<file path="src/rtl/mips_pipe_pkg.sv">
// Shared constants and stage state encoding for the MIPS pipeline
// inter-stage registers.
package mips_pipe_pkg;

  // add $0,$0,$0 -- the canonical bubble
  localparam logic [31:0] NOP_INSTR_DEF = 32'h0000_0020;
  localparam logic [31:0] RST_PC_DEF    = 32'h0000_0004;

  typedef enum logic [1:0] {
    EMPTY = 2'd0,
    FULL  = 2'd1,
    BOTH  = 2'd2
  } stage_state_e;

endpackage

</file>
<file path="src/rtl/pipe_skid_slot.sv">
// One payload entry of the stage: a register that either loads d or holds,
// with a configurable reset image.
module pipe_skid_slot #(
  parameter int           W       = 64,
  parameter logic [W-1:0] RST_VAL = '0
) (
  input  logic         clk,
  input  logic         rst_n,
  input  logic         load,
  input  logic [W-1:0] d,
  output logic [W-1:0] q
);

  always_ff @(posedge clk or negedge rst_n) begin
    if (!rst_n)    q <= RST_VAL;
    else if (load) q <= d;
  end

endmodule

</file>
<file path="src/rtl/pipe_stage_reg.sv">
// Inter-stage pipeline register with a 2-entry skid buffer so up_ready comes
// straight from flops; flush squashes to a NOP bubble, bubbles are counted.
module pipe_stage_reg
  import mips_pipe_pkg::*;
#(
  parameter int                 PC_W      = 32,
  parameter int                 INSTR_W   = 32,
  parameter logic [INSTR_W-1:0] NOP_INSTR = INSTR_W'(NOP_INSTR_DEF),
  parameter logic [PC_W-1:0]    RST_PC    = PC_W'(RST_PC_DEF),
  parameter int                 CNT_W     = 16
) (
  input  logic               clk,
  input  logic               rst_n,
  input  logic               flush,
  input  logic               up_valid,
  output logic               up_ready,
  input  logic [PC_W-1:0]    up_pc,
  input  logic [INSTR_W-1:0] up_instr,
  output logic               dn_valid,
  input  logic               dn_ready,
  output logic [PC_W-1:0]    dn_pc,
  output logic [INSTR_W-1:0] dn_instr,
  output logic [CNT_W-1:0]   bubble_cnt
);

  localparam int PW = PC_W + INSTR_W;

  stage_state_e  state, state_nxt;
  logic          up_xfer;
  logic          main_load, skid_load;
  logic [PW-1:0] main_d, main_q, skid_q;

  assign up_xfer = up_valid & up_ready;

  // Next-state and entry-load decode. Flush overrides everything: the
  // incoming word is dropped, the skid entry is abandoned, and the main
  // entry becomes a bubble that still tracks the upstream PC.
  always_comb begin
    state_nxt = state;
    main_load = 1'b0;
    skid_load = 1'b0;
    main_d    = {up_pc, up_instr};
    if (flush) begin
      state_nxt = EMPTY;
      main_load = 1'b1;
      main_d    = {up_pc, NOP_INSTR};
    end else begin
      case (state)
        EMPTY: begin
          if (up_xfer) begin
            main_load = 1'b1;
            state_nxt = FULL;
          end
        end
        FULL: begin
          if (dn_ready) begin
            main_load = 1'b1;
            if (!up_xfer) begin
              // draining to empty: keep the PC, show a bubble
              main_d    = {main_q[PW-1:INSTR_W], NOP_INSTR};
              state_nxt = EMPTY;
            end
          end else if (up_xfer) begin
            skid_load = 1'b1;
            state_nxt = BOTH;
          end
        end
        BOTH: begin
          // up_ready is low here, so up_valid cannot transfer
          if (dn_ready) begin
            main_load = 1'b1;
            main_d    = skid_q;
            state_nxt = FULL;
          end
        end
        default: state_nxt = EMPTY;
      endcase
    end
  end

  always_ff @(posedge clk or negedge rst_n) begin
    if (!rst_n) begin
      state    <= EMPTY;
      dn_valid <= 1'b0;
      up_ready <= 1'b1;
    end else begin
      state    <= state_nxt;
      dn_valid <= (state_nxt != EMPTY);
      up_ready <= (state_nxt != BOTH);
    end
  end

  pipe_skid_slot #(
    .W       (PW),
    .RST_VAL ({RST_PC, NOP_INSTR})
  ) u_main (
    .clk   (clk),
    .rst_n (rst_n),
    .load  (main_load),
    .d     (main_d),
    .q     (main_q)
  );

  pipe_skid_slot #(
    .W       (PW),
    .RST_VAL ({RST_PC, NOP_INSTR})
  ) u_skid (
    .clk   (clk),
    .rst_n (rst_n),
    .load  (skid_load),
    .d     ({up_pc, up_instr}),
    .q     (skid_q)
  );

  assign dn_pc    = main_q[PW-1:INSTR_W];
  assign dn_instr = main_q[INSTR_W-1:0];

  // A bubble is counted whenever downstream was ready but got nothing.
  always_ff @(posedge clk or negedge rst_n) begin
    if (!rst_n)
      bubble_cnt <= '0;
    else if (!dn_valid && dn_ready && (bubble_cnt != {CNT_W{1'b1}}))
      bubble_cnt <= bubble_cnt + CNT_W'(1);
  end

endmodule

</file>
<file path="config.mk">
export PLATFORM = sky130hd
export DESIGN_NAME = pipe_stage_reg
export DESIGN_NICKNAME = d
export VERILOG_FILES = /design/src/rtl/mips_pipe_pkg.sv /design/src/rtl/pipe_skid_slot.sv /design/src/rtl/pipe_stage_reg.sv
export SDC_FILE = /design/constraint.sdc
export NUM_CORES = 1
export LEC_CHECK = 0
export ABC_CLOCK_PERIOD_IN_PS = 3600
export CAP_MARGIN = 20
export CORE_MARGIN = 10
export CORE_UTILIZATION = 45
export DETAILED_ROUTE_END_ITERATION = 7
export PLACE_DENSITY = 0.72
export SLEW_MARGIN = 20
export SYNTH_ARGS = -nofsm -noshare
export SYNTH_HDL_FRONTEND = slang
export SYNTH_SLANG_ARGS = --single-unit
</file>
<file path="constraint.sdc">
create_clock -name clk -period 3.6 [get_ports clk]
set_input_delay 0.54 -clock clk [delete_from_list [all_inputs] [get_ports clk]]
set_output_delay 0.54 -clock clk [all_outputs]
set_load 0.02 [all_outputs]
</file>
==> summary.json <==
{
  "status": "completed",
  "yosysUniqueCellTypes": 45,
  "postSynthNetCount": 640,
  "1st_iter_drt_viols": 311,
  "timing.critical_path.from": "dn_ready",
  "yosys.area_share.simple": 0.0775,
  "tritoncts_clock_tree": "built",
  "ys_seq_area_frac": 0.544,
  "dp_hpwl_mm": 12.1,
  "finalHoldWorstSlack_ns": 0.172,
  "routed_via_density": 5.78,
  "detail_route.first_pass.iterations": 5,
  "post_synthesis_mux_area_share": 0.162,
  "max-cap-violations": 0,
  "synth-compound-area-share": 0.151,
  "grt_use_total": 0.172,
  "insertedDiodeCount": 0,
  "antenna_violating_nets_post_route": 0,
  "std_cell_rows": 44,
  "worst_hold_path_type": "input port to async pin",
  "finalClockSkew_ns": 0.00513,
  "area.sequential_um2": 3710,
  "multi_input_area_um2": 2860,
  "grt_start_max_net_pins": 88,
  "r2r_start": "state[0]$_DFF_PN0_",
  "worst_ep_required_time_ns": 3.89,
  "clk_pin_slew_worst_paths_ns": 0.06,
  "synth-adder-area-share": 0.0107,
  "wl_per_cell_um": 19.5,
  "layout_cells_sized_above_1": 0.120,
  "die_width_um": 143,
  "postSynthAreaPerCell_um2": 12.0,
  "report.final.hold_viol_count": 0,
  "setup.worst_path.start_class": "input port",
  "clock_sink_count": 148,
  "final_period_minus_worst_setup_slack_ns": 2.37,
  "critPathArrivalTime_ns": 2.66,
  "cts_resized": 0,
  "io_pins": 151,
  "dieArea_um2": 20500,
  "clk-insertion-delay-late_ns": 0.42,
  "postSynth.topFlopCell": "dfrtp_1",
  "synth_top_family_by_area": "multiplexers",
  "power_density_nw_per_um2": 609,
  "dieHeight_um": 143,
  "syn_inst": 566,
  "synth_async_sr_flop_share": 1.00,
  "layout-area-overhead-vs-synth_pct": 31.6,
  "relSlewSlack": 0.403,
  "total_leakage_power_nw": 3.85,
  "synth.yosys.warnings": 0,
  "final_util": 0.610,
  "final_design_area_no_fill_um2": 8970,
  "drt-total-wl_mm": 17.6,
  "layout_worst_path_cycle_share": 0.657,
  "drc": 0,
  "number_of_global_route_vias_before_repair": 5434,
  "maximum_ir_drop_on_the_vdd_rail_v": 0.000323,
  "setup_repair_after_global_routing_missed_its_margin": "no",
  "tightestPinTransition_ns": 0.895,
  "initial_utilization": 0.464,
  "clock_tree.buffer_depth": 2,
  "ctsRootBufferMaster": "clkbuf_16",
  "postCtsSetupRepairBufs": 0,
  "endpoint_type_of_the_worst_setup_path": "register",
  "final.setup.tns_ns": 0,
  "portBuffers": 150,
  "post_synth_xor_area_fraction": 0.0154,
  "grt_first_pass_wirelength_mm": 28.3,
  "register_bit_total_from_synthesis": 148,
  "synth_enable_flop_cells": 0,
  "timing.fmax_ghz": 0.423,
  "design.final.nets": 779,
  "grt-ovfl-total": 0,
  "fp.coreArea_um2": 14700,
  "postPlaceCellArea_um2": 8440,
  "path_class": "input port to register",
  "grt_antenna_before_repair": 1,
  "tritoncts.num_buffers": 17,
  "maxSlewViolCount": 0,
  "cts_hold_repair.buffers": 0,
  "crit_fanout": 21,
  "post_synth_instance_area_um2": 6810,
  "finalSetupViolCount": 0,
  "routed-via-count": 5198,
  "layout.filler_cells": 1169,
  "htree_num_levels": 4,
  "place_congestion": 0.874
}
cells in the final DEF (no fill, tap or decap), drive strengths merged, types with 10 or more instances in the layout:
master,count
nand3,10
nor2,16
a311oi,10
o211ai,11
buf,13
a21oi,28
xor2,10
clkdlybuf4s50,149
clkbuf,24
mux2,98
a22o,33
nand2,63
dfrtp,143
a211o,21
a31oi,23
registers in the layout, indices dropped and copies added (netlist names):
| register | cells |
|---|---|
| bubble_cnt | 16 |
| u_skid.q | 64 |
| state | 2 |
| up_ready | 1 |
| u_main.q | 64 |
| dn_valid | 1 |
power breakdown:
part	total, W	leakage (nW)	switching, W	internal (W)
combinational	0.00141	1.75	0.000697	0.000717
sequential	0.00244	1.85	0.000305	0.00214
clock	0.00160	0.260	0.000632	0.000972
critical path: stages:
cell             delay (ns)
clkdlybuf4s50_1        0.78
o21bai_2               0.24
and3_1                 0.78
a211o_1                0.25
a21oi_1                0.07
per-layer routing:
metal  wire length [um]  vias up  part of all wire  GRT usage
met5                  0        -                 0          0
met4                265        0             0.015     0.0592
met3               1220       20             0.069     0.0484
met2               8770      159              0.50      0.290
met1               7320     2657              0.42      0.208
li1                   -     2362                 -          -
cell type report:
type | count | area share
timing repair buffer | 162 | 0.180
inverter | 7 | 0.00293
clock buffer | 24 | 0.0526
clock inverter | 5 | 0.00600
sequential | 148 | 0.414
tap | 184 | 0.0257
multi-input combinational | 369 | 0.319
cells by family (layout without fill, tap and decap cells):
family	count (synthesis)	after routing
AOI/OAI and AO/OA	138	138
xor gates and xnor gates	12	12
adders and majority gates	6	6
buffers and inverters	49	198
DFF	148	148
muxes	98	98
and+or+nand+nor	115	115
worst paths after layout:
path                       slack (ns)  cells after the start                       end
setup reg to reg                 1.28                      6  u_main.q[18]$_DFFE_PN0P_
setup / recovery                 1.23                      5  u_main.q[18]$_DFFE_PN0P_
min in group clk                 0.48                      1  u_skid.q[50]$_DFFE_PN0P_
max in group asynchronous        2.52                      2        up_ready$_DFF_PN1_
hold reg to reg                  0.48                      1  u_skid.q[50]$_DFFE_PN0P_
hold / removal                   0.17                      1  u_skid.q[55]$_DFFE_PN0P_
metrics by stage:
stage                     total power [W]  instances  worst slack [ns]
final                             0.00546        899              1.23
after global routing              0.00574        899              1.09
after CTS                         0.00551        899              1.27
after detailed placement          0.00390        870             0.822
after global placement            0.00381        870             0.925
after floorplan                   0.00322        566              1.63
synthesized netlist by cell type (all sizes together), types with 2 or more instances:
cell,number,share of area
a22o,33,0.042
dfstp,5,0.019
a31oi,23,0.021
clkbuf,14,0.0077
nand2b,2,0.0018
and2,2,0.0018
xor2,10,0.013
inv,7,0.0039
xnor2,2,0.0026
a21oi,28,0.021
mux2,98,0.16
a211oi,4,0.0044
a311oi,10,0.013
buf,28,0.028
and3,3,0.0028
nor3,8,0.0066
o211ai,11,0.012
nand3,10,0.0073
dfrtp,143,0.53
nand4,4,0.0037
ha,5,0.0092
o21bai,2,0.0028
a211o,21,0.027
nor2,16,0.0088
nand2,63,0.035
No activity file was read; power rests on OpenSTA's default activity.
